**src/rtl/cpu_pkg.sv**
```systemverilog
// rtl/cpu_pkg.sv - shared opcodes, ALU codes, state encoding and class helpers for the control sequencer
package cpu_pkg;

  localparam int ALU_W = 4;

  localparam logic [3:0] ALU_AND = 4'd0;
  localparam logic [3:0] ALU_OR  = 4'd1;
  localparam logic [3:0] ALU_ADD = 4'd2;
  localparam logic [3:0] ALU_SUB = 4'd3;
  localparam logic [3:0] ALU_SHR = 4'd4;
  localparam logic [3:0] ALU_SHL = 4'd5;
  localparam logic [3:0] ALU_ROR = 4'd6;
  localparam logic [3:0] ALU_ROL = 4'd7;
  localparam logic [3:0] ALU_MUL = 4'd8;
  localparam logic [3:0] ALU_DIV = 4'd9;
  localparam logic [3:0] ALU_NEG = 4'd10;
  localparam logic [3:0] ALU_NOT = 4'd11;

  localparam logic [4:0] OP_LD   = 5'd0;
  localparam logic [4:0] OP_LDI  = 5'd1;
  localparam logic [4:0] OP_ST   = 5'd2;
  localparam logic [4:0] OP_ADD  = 5'd3;
  localparam logic [4:0] OP_SUB  = 5'd4;
  localparam logic [4:0] OP_AND  = 5'd5;
  localparam logic [4:0] OP_OR   = 5'd6;
  localparam logic [4:0] OP_SHR  = 5'd7;
  localparam logic [4:0] OP_SHL  = 5'd8;
  localparam logic [4:0] OP_ROR  = 5'd9;
  localparam logic [4:0] OP_ROL  = 5'd10;
  localparam logic [4:0] OP_ADDI = 5'd11;
  localparam logic [4:0] OP_ANDI = 5'd12;
  localparam logic [4:0] OP_ORI  = 5'd13;
  localparam logic [4:0] OP_MUL  = 5'd14;
  localparam logic [4:0] OP_DIV  = 5'd15;
  localparam logic [4:0] OP_NEG  = 5'd16;
  localparam logic [4:0] OP_NOT  = 5'd17;
  localparam logic [4:0] OP_BR   = 5'd18;
  localparam logic [4:0] OP_JR   = 5'd19;
  localparam logic [4:0] OP_JAL  = 5'd20;
  localparam logic [4:0] OP_IN   = 5'd21;
  localparam logic [4:0] OP_OUT  = 5'd22;
  localparam logic [4:0] OP_MFHI = 5'd23;
  localparam logic [4:0] OP_MFLO = 5'd24;
  localparam logic [4:0] OP_NOP  = 5'd25;
  localparam logic [4:0] OP_HALT = 5'd26;

  localparam logic [3:0] ST_RESET = 4'd0;
  localparam logic [3:0] ST_T0    = 4'd1;
  localparam logic [3:0] ST_T1    = 4'd2;
  localparam logic [3:0] ST_T2    = 4'd3;
  localparam logic [3:0] ST_T3    = 4'd4;
  localparam logic [3:0] ST_T4    = 4'd5;
  localparam logic [3:0] ST_T5    = 4'd6;
  localparam logic [3:0] ST_T6    = 4'd7;
  localparam logic [3:0] ST_T7    = 4'd8;
  localparam logic [3:0] ST_HALT  = 4'd9;

  localparam int NUM_CLASS = 16;

  typedef enum logic [3:0] {
    CL_LD, CL_LDI, CL_ST, CL_RALU, CL_IALU, CL_MULDIV, CL_NEGNOT, CL_BR,
    CL_JR, CL_JAL, CL_IN, CL_OUT, CL_MFHI, CL_MFLO, CL_NOP, CL_HALT
  } iclass_e;

  // Final execute step of each instruction class; the sequencer returns to T0 after it.
  function automatic logic [3:0] last_step(input logic [NUM_CLASS-1:0] cls);
    logic [3:0] s;
    s = ST_T3;
    if (cls[CL_LD] || cls[CL_ST])                           s = ST_T7;
    else if (cls[CL_MULDIV] || cls[CL_BR])                  s = ST_T6;
    else if (cls[CL_LDI] || cls[CL_RALU] || cls[CL_IALU])   s = ST_T5;
    else if (cls[CL_NEGNOT] || cls[CL_JAL])                 s = ST_T4;
    return s;
  endfunction

endpackage

```
**src/rtl/ir_class_decode.sv**
```systemverilog
// rtl/ir_class_decode.sv - opcode to one-hot instruction class and ALU operation
module ir_class_decode
  import cpu_pkg::*;
(
  input  logic [4:0]           op,
  output logic [NUM_CLASS-1:0] cls,
  output logic [ALU_W-1:0]     alu
);

  // Pure lookup; nop and every undefined opcode fall into the nop class.
  always_comb begin
    cls = '0;
    alu = ALU_AND;
    case (op)
      OP_LD:   cls[CL_LD]  = 1'b1;
      OP_LDI:  cls[CL_LDI] = 1'b1;
      OP_ST:   cls[CL_ST]  = 1'b1;
      OP_ADD:  begin cls[CL_RALU] = 1'b1; alu = ALU_ADD; end
      OP_SUB:  begin cls[CL_RALU] = 1'b1; alu = ALU_SUB; end
      OP_AND:  begin cls[CL_RALU] = 1'b1; alu = ALU_AND; end
      OP_OR:   begin cls[CL_RALU] = 1'b1; alu = ALU_OR;  end
      OP_SHR:  begin cls[CL_RALU] = 1'b1; alu = ALU_SHR; end
      OP_SHL:  begin cls[CL_RALU] = 1'b1; alu = ALU_SHL; end
      OP_ROR:  begin cls[CL_RALU] = 1'b1; alu = ALU_ROR; end
      OP_ROL:  begin cls[CL_RALU] = 1'b1; alu = ALU_ROL; end
      OP_ADDI: begin cls[CL_IALU] = 1'b1; alu = ALU_ADD; end
      OP_ANDI: begin cls[CL_IALU] = 1'b1; alu = ALU_AND; end
      OP_ORI:  begin cls[CL_IALU] = 1'b1; alu = ALU_OR;  end
      OP_MUL:  begin cls[CL_MULDIV] = 1'b1; alu = ALU_MUL; end
      OP_DIV:  begin cls[CL_MULDIV] = 1'b1; alu = ALU_DIV; end
      OP_NEG:  begin cls[CL_NEGNOT] = 1'b1; alu = ALU_NEG; end
      OP_NOT:  begin cls[CL_NEGNOT] = 1'b1; alu = ALU_NOT; end
      OP_BR:   cls[CL_BR]   = 1'b1;
      OP_JR:   cls[CL_JR]   = 1'b1;
      OP_JAL:  cls[CL_JAL]  = 1'b1;
      OP_IN:   cls[CL_IN]   = 1'b1;
      OP_OUT:  cls[CL_OUT]  = 1'b1;
      OP_MFHI: cls[CL_MFHI] = 1'b1;
      OP_MFLO: cls[CL_MFLO] = 1'b1;
      OP_HALT: cls[CL_HALT] = 1'b1;
      default: cls[CL_NOP]  = 1'b1;
    endcase
  end

endmodule

```
**src/rtl/control_unit.sv**
```systemverilog
// rtl/control_unit.sv - hardwired fetch/decode/execute sequencer driving the datapath strobes
module control_unit
  import cpu_pkg::*;
#(
  parameter int ALU_OP_W = 4
) (
  input  logic                clk,
  input  logic                reset_n,
  input  logic [31:0]         ir,
  input  logic                con_out,
  output logic                gra, grb, grc, r_in, r_out, ba_out,
  output logic                pc_in, pc_out, inc_pc, ir_in, mar_in, mdr_in, mdr_out,
  output logic                y_in, z_in, z_low_out, z_high_out,
  output logic                hi_in, hi_out, lo_in, lo_out, c_out, con_in,
  output logic                inport_out, outport_in, read, write,
  output logic [ALU_OP_W-1:0] alu_op,
  output logic                run
);

  logic [3:0]           r_state;
  logic [3:0]           w_step;
  logic [3:0]           w_next;
  logic [NUM_CLASS-1:0] w_cls;
  logic [ALU_W-1:0]     w_alu;
  logic                 w_mem;
  logic                 w_unused_ir;

  assign w_unused_ir = ^ir[26:0];
  assign w_mem       = w_cls[CL_LD] | w_cls[CL_LDI] | w_cls[CL_ST];

  ir_class_decode u_dec (
    .op  (ir[31:27]),
    .cls (w_cls),
    .alu (w_alu)
  );

  // ir is loaded on the same edge that leaves T2, so the T2 exit cannot see the new
  // opcode. T3 holding a nop therefore acts as the next T0, and holding a halt acts as HALT.
  always_comb begin
    w_step = r_state;
    if (r_state == ST_T3 && w_cls[CL_NOP])       w_step = ST_T0;
    else if (r_state == ST_T3 && w_cls[CL_HALT]) w_step = ST_HALT;
  end

  // Step advance: fetch is fixed, execute ends at the class's last step, HALT is sticky.
  always_comb begin
    w_next = w_step;
    case (w_step)
      ST_RESET:           w_next = ST_T0;
      ST_T0, ST_T1, ST_T2: w_next = w_step + 4'd1;
      ST_HALT:            w_next = ST_HALT;
      default:            w_next = (w_step >= last_step(w_cls)) ? ST_T0 : w_step + 4'd1;
    endcase
  end

  // State register; reset forces RESET at once, even mid-instruction.
  always_ff @(posedge clk or negedge reset_n) begin
    if (!reset_n) r_state <= ST_RESET;
    else          r_state <= w_next;
  end

  // Output decode of the effective step and instruction class; everything idles at zero/And.
  always_comb begin
    {gra, grb, grc, r_in, r_out, ba_out} = '0;
    {pc_in, pc_out, inc_pc, ir_in, mar_in, mdr_in, mdr_out} = '0;
    {y_in, z_in, z_low_out, z_high_out} = '0;
    {hi_in, hi_out, lo_in, lo_out, c_out, con_in} = '0;
    {inport_out, outport_in, read, write} = '0;
    alu_op = ALU_AND;
    run    = (w_step != ST_RESET) && (w_step != ST_HALT);
    case (w_step)
      ST_T0: begin pc_out = 1'b1; mar_in = 1'b1; inc_pc = 1'b1; z_in = 1'b1; alu_op = ALU_ADD; end
      ST_T1: begin z_low_out = 1'b1; pc_in = 1'b1; read = 1'b1; mdr_in = 1'b1; end
      ST_T2: begin mdr_out = 1'b1; ir_in = 1'b1; end
      ST_T3: begin
        if (w_mem)                                begin grb = 1'b1; ba_out = 1'b1; y_in = 1'b1; end
        else if (w_cls[CL_RALU] | w_cls[CL_IALU]) begin grb = 1'b1; r_out = 1'b1; y_in = 1'b1; end
        else if (w_cls[CL_MULDIV])                begin gra = 1'b1; r_out = 1'b1; y_in = 1'b1; end
        else if (w_cls[CL_NEGNOT])                begin grb = 1'b1; r_out = 1'b1; z_in = 1'b1; alu_op = w_alu; end
        else if (w_cls[CL_BR])                    begin gra = 1'b1; r_out = 1'b1; con_in = 1'b1; end
        else if (w_cls[CL_JR])                    begin gra = 1'b1; r_out = 1'b1; pc_in = 1'b1; end
        else if (w_cls[CL_JAL])                   begin pc_out = 1'b1; grb = 1'b1; r_in = 1'b1; end
        else if (w_cls[CL_IN])                    begin inport_out = 1'b1; gra = 1'b1; r_in = 1'b1; end
        else if (w_cls[CL_OUT])                   begin gra = 1'b1; r_out = 1'b1; outport_in = 1'b1; end
        else if (w_cls[CL_MFHI])                  begin hi_out = 1'b1; gra = 1'b1; r_in = 1'b1; end
        else if (w_cls[CL_MFLO])                  begin lo_out = 1'b1; gra = 1'b1; r_in = 1'b1; end
      end
      ST_T4: begin
        if (w_mem)                   begin c_out = 1'b1; z_in = 1'b1; alu_op = ALU_ADD; end
        else if (w_cls[CL_RALU])     begin grc = 1'b1; r_out = 1'b1; z_in = 1'b1; alu_op = w_alu; end
        else if (w_cls[CL_IALU])     begin c_out = 1'b1; z_in = 1'b1; alu_op = w_alu; end
        else if (w_cls[CL_MULDIV])   begin grb = 1'b1; r_out = 1'b1; z_in = 1'b1; alu_op = w_alu; end
        else if (w_cls[CL_NEGNOT])   begin z_low_out = 1'b1; gra = 1'b1; r_in = 1'b1; end
        else if (w_cls[CL_BR])       begin pc_out = 1'b1; y_in = 1'b1; end
        else if (w_cls[CL_JAL])      begin gra = 1'b1; r_out = 1'b1; pc_in = 1'b1; end
      end
      ST_T5: begin
        if (w_cls[CL_LD] | w_cls[CL_ST]) begin z_low_out = 1'b1; mar_in = 1'b1; end
        else if (w_cls[CL_LDI] | w_cls[CL_RALU] | w_cls[CL_IALU])
                                       begin z_low_out = 1'b1; gra = 1'b1; r_in = 1'b1; end
        else if (w_cls[CL_MULDIV])     begin z_low_out = 1'b1; lo_in = 1'b1; end
        else if (w_cls[CL_BR])         begin c_out = 1'b1; z_in = 1'b1; alu_op = ALU_ADD; end
      end
      ST_T6: begin
        if (w_cls[CL_LD])            begin read = 1'b1; mdr_in = 1'b1; end
        else if (w_cls[CL_ST])       begin gra = 1'b1; r_out = 1'b1; mdr_in = 1'b1; end
        else if (w_cls[CL_MULDIV])   begin z_high_out = 1'b1; hi_in = 1'b1; end
        else if (w_cls[CL_BR])       begin z_low_out = 1'b1; pc_in = con_out; end
      end
      ST_T7: begin
        if (w_cls[CL_LD])            begin mdr_out = 1'b1; gra = 1'b1; r_in = 1'b1; end
        else if (w_cls[CL_ST])       write = 1'b1;
      end
      default: ;
    endcase
  end

endmodule

```
**config.mk**
```make
export PLATFORM = sky130hd
export DESIGN_NAME = control_unit
export DESIGN_NICKNAME = d
export VERILOG_FILES = /design/src/rtl/cpu_pkg.sv /design/src/rtl/ir_class_decode.sv /design/src/rtl/control_unit.sv
export SDC_FILE = /design/constraint.sdc
export NUM_CORES = 1
export LEC_CHECK = 0
export ABC_AREA = 1
export BUFFER_PORTS_ARGS = -buffer_cell sky130_fd_sc_hd__buf_2
export CORE_MARGIN = 3
export CORE_UTILIZATION = 45
export CTS_CLUSTER_DIAMETER = 30
export CTS_CLUSTER_SIZE = 10
export DETAILED_ROUTE_END_ITERATION = 6
export PLACE_DENSITY = 0.82
export SLEW_MARGIN = 10
export SYNTH_ARGS = -nofsm -noshare
export SYNTH_HDL_FRONTEND = slang
export SYNTH_SLANG_ARGS = --single-unit
export TNS_END_PERCENT = 5
```
**constraint.sdc**
```tcl
create_clock -name clk -period 6.22 [get_ports clk]
set_input_delay 0 -clock clk [delete_from_list [all_inputs] [get_ports clk]]
set_output_delay 0 -clock clk [all_outputs]
set_load 0.02 [all_outputs]
```
-- Yosys cells after proc, flatten, opt, wreduce, memory -nomap -nowiden
Cells that the tools add are included.
- bits in registers: 4
- latch bits: 0
- RAM bits: 0
- ROM bits: 0
- input bits: 35
- output and inout port bits: 32
- logic and storage cells: 277
- memories: 0
- $add $sub $neg: 1
- multiply operators: 0
- div/mod/pow operators: 0
- magnitude comparators: 1
- equal/unequal tests: 36
- shifts and indexed selects: 0
- muxes and demuxes: 212
- bitwise gates (word level): 6
- reductions and logical operators: 20
- operator list (kind ; count):
    2-to-1 mux 1 bit ; 176
    2-to-1 mux 4 bit ; 13
    == test 5 bit (second input constant) ; 10
    one-hot mux 4 bit (11 select lines) ; 1
    == test 5 x 4 -> 1 bit (second input constant) ; 8
    OR reduction 26 bit ; 1
    == test 4 x 3 -> 1 bit (second input constant) ; 5
    == test 5 x 3 -> 1 bit (second input constant) ; 4
    one-hot mux 1 bit (4 select lines) ; 4
    one-hot mux 4 bit (4 select lines) ; 1
    one-hot mux 1 bit (2 select lines) ; 7
    2-to-1 mux 2 bit ; 6
    one-hot mux 4 bit (3 select lines) ; 1
    == test 5 x 2 -> 1 bit (second input constant) ; 2
    == test 4 x 2 -> 1 bit (second input constant) ; 2
    == test 4 bit (second input constant) ; 2
    OR reduction 2 bit ; 4
    OR reduction 8 bit ; 1
    OR 1 bit ; 6
    one-hot mux 1 bit (3 select lines) ; 2
    OR reduction 3 bit ; 2
    == test 5 x 1 -> 1 bit (second input constant) ; 1
    zero test 5 bit ; 1
    logical OR 1 bit ; 5
    other kinds (9) ; 11

-- Longest topological paths before layout
Gate-level depths: netlist of the first run.
- depth after elaboration: 14
- depth in mapped cells: 24
- mapped depth without buffers: 23

-- Modules after synthesis
Synthesis of the first run repeated with hierarchy kept, for this count alone.
- cell total of the unflattened synthesis: 304
- area total of the unflattened synthesis: 1530.2 um^2
- by module, submodules not included (module ; times used ; cells each ; area an instance (um^2) ; seq. area each (um^2)):
    control_unit ; 1 ; 215 ; 1109.8 ; 100.1
    ir_class_decode ; 1 ; 89 ; 420.4 ; 0.0

-- Worst setup path before layout of the first run
No wires, ideal clock.
- kind: register -> register
- start point: register r_state[1]
- end point: register r_state[2]
- library setup time: 0.066 ns
- arrival time: 2.317 ns
- data required time: 6.154 ns
- slack: 3.837 ns
- stages on the path, launching flop included: 21
- buffers on the path: 0
- period minus slack after synthesis: 2.383 ns
- cell sequence: dfrtp_1 -> nor2_1 -> nand3_1 -> nor2_1 -> nand2_1 -> nor2_2 -> nand3_4 -> nand2_2 -> inv_1 -> ha_1 -> o21ai_0 -> inv_1 -> o21ai_0 -> nand2_1 -> nand2_1 -> inv_1 -> nor2_1 -> inv_1 -> nor3b_1 -> nand2_1 -> nand2_1
- longest elaborated chain between the ends: 7
- elaborated cells between the ends (all ways): 15
- those cells by class: add/sub (1); order compare (1); eq/ne (5); mux (4); reduce/logical (4)
- RTL lines (element ; line ; source):
    start: declaration ; control_unit.sv:20 ; logic [3:0] r_state;
    start signal: assignment ; control_unit.sv:59 ; else r_state <= w_next;
    == test 4 x 3 -> 1 bit ; control_unit.sv:41, control_unit.sv:42 ;
    logical AND 1 bit ; control_unit.sv:42 ; else if (r_state == ST_T3 && w_cls[CL_HALT]) w_step = ST_HALT;
    2-to-1 mux 4 bit ; control_unit.sv:42 ;
    2-to-1 mux 4 bit * ; control_unit.sv:41 ; if (r_state == ST_T3 && w_cls[CL_NOP]) w_step = ST_T0;
    adder 4 x 1 -> 4 bit (tied with other cells) ; control_unit.sv:50, control_unit.sv:52 ;
    2-to-1 mux 4 bit or OR reduction 3 bit (tied branches) ; control_unit.sv:52, control_unit.sv:48 ;
    one-hot mux 4 bit (3 select lines) * ; control_unit.sv:48 ; case (w_step)
    via w_next[2] ; control_unit.sv:22 ; logic [3:0] w_next;
Mark *: on every way through the listed nets, which the timed path passes. The rest lies on a longest branch.

-- Final worst setup path of the first run
Ends and elaborated chain as after synthesis.

==> flow_metrics.tcl, run 1 <==
set metrics [dict create \
    outcome "finished, final reports clean" \
    ys_ff_latch 4 \
    ioPinCount 67 \
    die_h_um 59.4 \
    tritoncts "built" \
    ant_nets 0 \
    tightest_slew_ps 479 \
    insertion_delay_ps 260 \
    wl_per_cell_um 13.3 \
    fin_nets 324 \
    critPathMaxFanout 5 \
    yosys-top-cells-area "nand2_1, nor2_1, inv_1" \
    maxSlewHeadroom_pct 67.8 \
    syn-cell-area_mm2 0.00128 \
    hpwl_um 3300 \
    gp_congestion 0.944 \
    syn_inst 244 \
    core-area_mm2 0.00259 \
    synth_area_per_cell_um2 5.25 \
    synth_cell_types 28 \
    synthToLayoutAreaGrowth_pct 18.4 \
    die-area_mm2 0.00352 \
    grt_overflow_total 0 \
    setup_viol 0 \
    ys_warn_count 0 \
    ff2ff_path_depth 20 \
    final_layout_size_suffix_gt1_share_pct 28.6 \
    hp-class "input pin to async pin" \
    initial_core_util_pct 49.5 \
    peakVddDrop_mv 0.202 \
    drv_cap 0 \
    dr_total_vias 1738 \
    synth_nets 283 \
    rsz0062_at_grt "no" \
    top_register "r_state" \
    cp.arrival_ps 2890 \
    period_share_pct 43.4 \
    firstDrtPassIters 4 \
    antenna_found_initial 0 \
    clock-skew-final_ps 11.5 \
    grt_pass1_vias 1606 \
    cts_max_level 1 \
    clk_pin_slew_ps 50 \
    drc 0 \
    grt_max_degree 14 \
    path_class "flip-flop to flip-flop" \
    synth_top_area_share_pct 15.2 \
    finalCriticalPeriod_ps 2700 \
    io_buffers 39 \
    cts_root_buf "clkbuf_4" \
    grt_use_total_pct 25.3 \
    cts_setup_buffers 0 \
    seq_area_frac_synth_pct 7.81 \
    drt_iter0_drc 111 \
    detail_route.vias_per_cell 5.55 \
    largest_reg_flops 4 \
    num_rows 18 \
    die_w_um 59.4 \
    tns_ps 0 \
    leakagePower_nw 0.928 \
    fmax_mhz 370 \
    required_ps 6410 \
    yosysTopAreaCell "nand2_1" \
    wirelength_um 4150 \
    grt_pass1_wl_um 6980 \
    worstSetupEndpointType "flip-flop" \
    cp-start-kind "flip-flop" \
    total_power_uw 456 \
    slew_viol_final 0 \
    cts_buffer_depth 2 \
    cts_buffers 3 \
    hold_viol 0 \
    largest_registers "r_state: 4 flops" \
    power_density_mw_per_mm2 301 \
    clock_sinks 4 \
    diodes 0 \
]
==> synth_stat cells <==
master	n
nand2_1	52
nor2_1	46
inv_1	35
nand3_1	18
o21ai_0	13
nand2_2	12
inv_2	11
nor3_1	7
a21oi_1	6
nor2_2	5
dfrtp_1	4
ha_1	4
nand3_2	4
nand4_1	4
nor2_4	4
o21ai_1	4
buf_4	2
nand3_4	2
nor4_1	2
a21boi_0	1
buf_6	1
clkbuf_1	1
nand2_4	1
nor3b_1	1
o2111ai_1	1
o211ai_1	1
o22ai_1	1
o31ai_1	1
==> per-stage QoR <==
step	setup slack, ps	cells	hold WS, ps	area (um2)	utilization (%)
4_1_cts	3520	313	74.1	1520	58.6
6_report	3520	313	84.9	1520	58.6
3_5_place_dp	3360	309	-189	1480	57.3
2_1_floorplan	3840	244	-296	1280	-
5_1_grt	3250	313	106	1520	58.6
3_3_place_gp	3460	309	-195	1480	57.3
==> per-layer routing <==
metal / GRT usage, % / vias up / part of all wire (%)
li1: - / 851 / -
met1: 33.5 / 764 / 42
met2: 40.1 / 100 / 45
met3: 2.18 / 23 / 8.1
met4: 13.9 / 0 / 3.9
met5: 0 / - / 0
==> repair_timing <==
item,in CTS,in global routing
resized for setup,0,0
hold buffers,1,0
endpoints found under the hold margin,4,0
endpoints found under the setup margin,0,0
==> critical path: stages (launching register included) <==
cell and delay [ps]:
dfrtp_1 420, nor2_1 120, nand3_1 110, nor2_1 120, nand2_1 60, nor2_2 140
nand3_4 120, nand2_2 130, inv_1 50, ha_1 280, o21ai_0 160, inv_1 50
o21ai_0 150, nand2_1 70, nand2_1 50, inv_1 30, nor2_1 120, inv_1 100
nor3b_1 200, nand2_1 80, nand2_1 60
==> power by group <==
part	total (mW)	internal, mW	switching [mW]
Clock	0.0360	0.0218	0.0142
Sequential	0.0502	0.0382	0.0120
Combinational	0.370	0.111	0.259
Total	0.456	0.171	0.285
==> final cells by class <==
cell class                 count  area (um2)
inverter                      46         173
sequential                     4         100
fill                         277        1070
clock buffer                   3        22.5
tap                           30        37.5
multi-input combinational    190         978
timing repair buffer          40         205
==> cell usage in the layout (no fill, tap or decap), drive strengths merged <==
cell         instances
ha                   4
o22ai                1
dfrtp                4
o31ai                1
a21oi                6
nor2                55
inv                 46
dlygate4sd3          1
buf                 39
clkbuf               3
nand4                4
o211ai               1
nor3                 7
nor3b                1
a21boi               1
nand2               65
o2111ai              1
nor4                 2
o21ai               17
nand3               24
==> cells by family (layout without fill, tap and decap cells) <==
| logic type | Yosys count | count (layout) | share of synthesized area [%] |
|---|---|---|---|
| AND/OR/NAND/NOR | 158 | 158 | 60.5 |
| buffers and inverters | 50 | 89 | 15.8 |
| AO/OA/AOI/OAI | 28 | 28 | 11.9 |
| adder cells (fa/ha/maj) | 4 | 4 | 3.91 |
| flip-flops | 4 | 4 | 7.81 |
==> worst paths after layout <==
path	startpoint	end	slack (ps)
min reg2reg	r_state[0]$_DFF_PN0_	r_state[0]$_DFF_PN0_	720
max reg2reg	r_state[1]$_DFF_PN0_	r_state[2]$_DFF_PN0_	3520
max in group asynchronous	reset_n	r_state[3]$_DFF_PN0_	6000
min in group clk	con_out	pc_in	380
max	r_state[1]$_DFF_PN0_	r_state[2]$_DFF_PN0_	3520
min	reset_n	r_state[2]$_DFF_PN0_	80
No activity file was read; power rests on OpenSTA's default activity.
==> run 2: changes to the inputs <==
- CORE_UTILIZATION: 45 -> 42
- PLACE_DENSITY: 0.82 -> 0.8
- clock period: 6.22 -> 2.3 ns (I/O delays scaled with it)
==> run 2 against run 1 <==
  * Worst hold slack better by 15 ps
  * Cell count increased by 12%
  * Sequential share of layout area shrank 1.1 points
  * Utilization grew 6.3 points
==> flow_metrics.tcl, run 2 (synthesis gave the netlist of run 1 again) <==
set metrics [dict create \
    outcome "finished, final reports clean" \
    num-fill-cells 285 \
    slew_viol_final 0 \
    crit_chain "nor2_1, nand3_1, nor2_1, nand2_1, nor2_2, nand3_4, buf_6, nand2_2, inv_1, ha_1, o21ai_1, nand2_1, nand2_1, inv_1, nor2_2, inv_2, nor3b_2, nand2_1, nand2_1" \
    grt_max_degree 10 \
    firstDrtPassIters 5 \
    largest_reg_flops 4 \
    layout_common_cells "nand2_1, nor2_1, buf_4" \
    synthToLayoutAreaGrowth_pct 43.3 \
    ant_nets 0 \
    drv_cap 0 \
    grt_pass1_wl_um 7130 \
    clock-skew-final_ps 1.82 \
    cp_top_family "simple AND/OR/NAND/NOR gates" \
    antenna_found_initial 0 \
    cts_buffers 3 \
    pwr-share-seq_pct 8.6 \
    die_w_um 61.2 \
    worst_path_max_delay_cell "dfrtp_1" \
    path_class "flip-flop to flip-flop" \
    die-area_mm2 0.00375 \
    clk_pin_slew_ps 40 \
    cts_max_level 1 \
    diodes 0 \
    tightest_slew_ps 353 \
    largest_registers "r_state: 4 flops" \
    top_register "r_state" \
    fmax_mhz 444 \
    finalCriticalPeriod_ps 2250 \
    ioPinCount 67 \
    detail_route.vias_per_cell 5.20 \
    drt_iter0_drc 102 \
    hold_ws_ps 99.6 \
    cp.arrival_ps 2430 \
    num_rows 19 \
    wirelength_um 4430 \
    grt_pass1_vias 1682 \
    final_layout_size_suffix_gt1_share_pct 39.1 \
    grt_use_total_pct 25.1 \
    p_comb_share_pct 85.1 \
    rsz0062_at_grt "yes" \
    core-area_mm2 0.00283 \
    required_ps 2480 \
    p_switching_uw 820 \
    cp_slowest_stage_delay_ps 370 \
    power_density_mw_per_mm2 777 \
    worstSetupEndpointType "flip-flop" \
    final_common_cell "nand2_1" \
    peakVddDrop_mv 0.324 \
    maxSlewHeadroom_pct 76.3 \
    hp-class "input pin to async pin" \
    fin_area_mm2 0.00184 \
    utilization_pct 64.9 \
    io_buffers 39 \
    drc 0 \
    grt_overflow_total 0 \
    crit_path_frequent_cell "nand2_1" \
    cts_root_buf "clkbuf_4" \
    cp-start-kind "flip-flop" \
    wl_per_cell_um 12.6 \
    period_share_pct 98.0 \
    clkPwrFrac_pct 6.3 \
    critPathMaxFanout 4 \
    clock_sinks 4 \
    hpwl_um 3700 \
    die_h_um 61.2 \
    total_power_mw 1.43 \
    postPlaceCellArea_mm2 0.00176 \
    leakagePower_nw 1.11 \
    swShare_pct 57.5 \
    critPathBufInv 4 \
    hold_viol 0 \
    setup_viol 0 \
    gp_congestion 0.980 \
    tritoncts "built" \
    fin_nets 361 \
    insertion_delay_ps 240 \
    p_int_uw 605 \
    cts_buffer_depth 2 \
    dr_total_vias 1824 \
    initial_core_util_pct 45.3 \
]
==> run 2: path summary, 6_finish.rpt <==
check                                      from                    to  slack (ps)  cells past startpoint
min in group clk                        con_out                 pc_in         360                      4
setup / recovery           r_state[3]$_DFF_PN0_  r_state[2]$_DFF_PN0_          50                     19
hold reg to reg            r_state[3]$_DFF_PN0_  r_state[0]$_DFF_PN0_         850                      6
setup reg to reg           r_state[3]$_DFF_PN0_  r_state[2]$_DFF_PN0_          50                     19
hold / removal                          reset_n  r_state[3]$_DFF_PN0_         100                      2
max in group asynchronous               reset_n  r_state[0]$_DFF_PN0_        2070                      2
==> run 2: through the flow <==
stage | instances | TNS, ps | setup slack (ps)
after floorplan | 244 | 0 | 5.34
after global placement | 345 | -10.5 | -10.5
after detailed placement | 345 | -247 | -104
after CTS | 351 | 0 | 11.7
after global routing | 351 | -333 | -136
final | 351 | 0 | 46.0
==> run 2: routing by layer <==
metal | vias up | GRT usage, % | wire (um)
met2 | 65 | 44.0 | 2140
met3 | 11 | 4.40 | 263
met1 | 821 | 31.0 | 1940
met4 | 0 | 7.74 | 85
li1 | 927 | - | -
met5 | - | 0 | 0
==> run 2: final cells by class <==
| type | instances | area [um2] | share of cell area [%] |
|---|---|---|---|
| Sequential cell | 4 | 100 | 5.45 |
| Inverter | 46 | 173 | 9.41 |
| Timing Repair Buffer | 77 | 492 | 26.8 |
| Clock buffer | 3 | 22.5 | 1.23 |
| Tap cell | 31 | 38.8 | 2.11 |
| Multi-Input combinational cell | 190 | 1010 | 55.0 |
==> run 2: timing repair <==
action / 4_1_cts / 5_1_grt
pin swaps: 13 / 2
gates cloned: 0 / 0
hold buffers: 1 / 0
endpoints found under the hold margin: 4 / 0
setup endpoints to repair: 3 / 8
buffers inserted: 2 / 0
resized for setup: 4 / 6
==> run 2: worst reg2reg max path: cells and delay by family, from the launching register on <==
family	cells	cell delay, ps
buf+inv	4	300
compound gates	1	70
flops	1	370
fa+ha+maj	1	260
simple gates	13	1190
==> run 2: power groups by stage <==
stage / Sequential, mW / Combinational, mW / Clock (mW)
final: 0.122 / 1.21 / 0.0902
after global routing: 0.125 / 1.33 / 0.103
after CTS: 0.121 / 1.18 / 0.0918
after detailed placement: 0.122 / 1.12 / 0
after global placement: 0.120 / 1.10 / 0
after floorplan: 0.123 / 0.761 / 0
==> run 3: changes to the inputs <==
- CORE_UTILIZATION: 42 -> 45
- CTS_BUF_LIST: default -> sky130_fd_sc_hd__clkbuf_16
- PLACE_DENSITY: 0.8 -> 0.82
- clock period: 2.3 -> 2.79 ns (I/O delays scaled with it)
==> run 3 against run 2 <==
  * Sequential share of layout area up 0.64 points
  * Cell count shrank 8.5%
  * Routed wire length fell by 4.9%
  * Combinational power fell by 27%
  * Setup slack improved by 250 ps
  * First-iteration DRC count grew 69%
  * Via count is 3.5% lower
  * Clock skew is 1.9 ps higher
  * Utilization down 1.5 points
  * Largest cell class unchanged
  * Largest power group unchanged
  * Highest routed layer unchanged
==> flow_metrics.tcl, run 3 (synthesis gave the netlist of run 1 again) <==
set metrics [dict create \
    outcome "finished, final reports clean" \
    hold_ws_ps 134 \
    cp_slowest_stage_delay_ps 390 \
    synthToLayoutAreaGrowth_pct 28.1 \
    ff2ff_setup_slack_ps 300 \
    clock_sinks 4 \
    initial_core_util_pct 49.5 \
    leakagePower_nw 0.995 \
    drv_cap 0 \
    fin_area_mm2 0.00164 \
    die-area_mm2 0.00352 \
    drc 0 \
    worst_r2r_endpoint "r_state[2]$_DFF_PN0_" \
    cts_root_buf "clkbuf_16" \
    cp.arrival_ps 2650 \
    die_w_um 59.4 \
    wl_per_cell_um 13.1 \
    clock-skew-final_ps 3.73 \
    finalCriticalPeriod_ps 2490 \
    setup_viol 0 \
    tightest_slew_ps 365 \
    ff2ff_path_depth 20 \
    hpwl_um 3320 \
    num_rows 18 \
    slew_viol_final 0 \
    tritoncts "built" \
    detail_route.vias_per_cell 5.49 \
    largest_reg_flops 4 \
    num-fill-cells 263 \
    clk_pin_slew_ps 30 \
    grt_use_total_pct 25.4 \
    ant_nets 0 \
    required_ps 2950 \
    crit_path_frequent_cell "nand2_1" \
    die_h_um 59.4 \
    grt_max_degree 14 \
    cts_buffer_depth 2 \
    core-area_mm2 0.00259 \
    tns_ps 0 \
    grt_pass1_vias 1620 \
    r2r-start "r_state[1]$_DFF_PN0_" \
    path_class "flip-flop to flip-flop" \
    fmax_mhz 401 \
    cp-start-kind "flip-flop" \
    maxSlewHeadroom_pct 75.4 \
    worstSetupStartpoint "r_state[1]$_DFF_PN0_" \
    diodes 0 \
    ioPinCount 67 \
    critPathMaxFanout 4 \
    crit_chain "nor2_1, nand3_1, nor2_1, nand2_1, nor2_2, nand3_4, nand2_4, inv_1, ha_1, o21ai_1, inv_1, o21ai_0, nand2_1, nand2_1, inv_1, nor2_2, inv_1, nor3b_2, nand2_1, nand2_1" \
    postPlaceCellArea_mm2 0.00151 \
    top_register "r_state" \
    cts_buffers 3 \
    final_common_cell "nand2_1" \
    antenna_found_initial 0 \
    gp_congestion 0.939 \
    cts_max_level 1 \
    final_layout_size_suffix_gt1_share_pct 31.3 \
    firstDrtPassIters 4 \
    fin_nets 332 \
    rsz0062_at_grt "no" \
    layout_common_cells "nand2_1, nor2_1, buf_2" \
    endpoint "r_state[2]$_DFF_PN0_" \
    hold_viol 0 \
    dr_total_vias 1761 \
    insertion_delay_ps 220 \
    io_buffers 39 \
    period_share_pct 89.4 \
    wirelength_um 4210 \
    drt_iter0_drc 172 \
    worst_path_max_delay_cell "dfrtp_1" \
    grt_pass1_wl_um 7040 \
    worstSetupEndpointType "flip-flop" \
    power_density_mw_per_mm2 735 \
    grt_overflow_total 0 \
    largest_registers "r_state: 4 flops" \
    peakVddDrop_mv 0.877 \
    hp-class "input pin to async pin" \
]
run 3: cell types whose count changed in the layout (fill, tap and decap cells not counted), moves of 2 or more:
cell | before | now
buf_2 | 37 | 39
buf_4 | 38 | 8
clkbuf_16 | 0 | 3
clkbuf_4 | 3 | 0
inv_1 | 33 | 35
inv_2 | 13 | 11
run 3: cell type report:
cell class / count / area, um2 / share of cell area [%]
sequential: 4 / 100 / 6.10
multi-input combinational: 190 / 991 / 60.4
clock buffer: 3 / 75.1 / 4.57
tap: 30 / 37.5 / 2.29
timing repair buffer: 48 / 265 / 16.2
inverter: 46 / 173 / 10.5
run 3: timing repair:
item | in CTS | in global routing
endpoints found under the setup margin | 0 | 3
buffers inserted | 0 | 4
gates resized for setup | 0 | 5
hold endpoints to repair | 4 | 0
hold buffers | 1 | 0
run 3: through the flow:
step | power, mW | setup slack, ps | utilization [%] | cells
global route | 1.31 | 6.14 | 63.4 | 321
global placement | 0.913 | 167 | 58.5 | 313
detailed placement | 0.930 | 106 | 58.5 | 313
CTS | 1.16 | 78.5 | 61.7 | 317
finish | 1.21 | 296 | 63.4 | 321
floorplan | 0.716 | 407 | - | 244
run 3: metal layers:
metal | up-vias | track usage [%] | routed length [um]
met5 | - | 0 | 0
met1 | 779 | 34.2 | 1790
met3 | 12 | 4.58 | 372
met4 | 0 | 9.39 | 91
li1 | 872 | - | -
met2 | 98 | 40.2 | 1950
run 3: worst max-delay path, delay by kind of cell, from the launching register on:
family	cells	cell delay, ps
adder cells (fa/ha/maj)	1	290
AND/OR/NAND/NOR	13	1220
buffers and inverters	4	240
AO/OA/AOI/OAI	2	280
flip-flops	1	390
run 3: how the worst min path moves through the flow:
stage                     cells after the start                   end     from  slack, ps
final                                         2  r_state[0]$_DFF_PN0_  reset_n        130
after global routing                          2  r_state[0]$_DFF_PN0_  reset_n        160
after CTS                                     2  r_state[3]$_DFF_PN0_  reset_n        110
after detailed placement                      1  r_state[3]$_DFF_PN0_  reset_n       -190
after global placement                        1  r_state[1]$_DFF_PN0_  reset_n       -190
after floorplan                               0  r_state[0]$_DFF_PN0_  reset_n       -300
run 3: report_power, final:
part	internal, mW	switching [mW]
clock network	0.183	0.0397
registers	0.0854	0.0215
logic	0.275	0.602
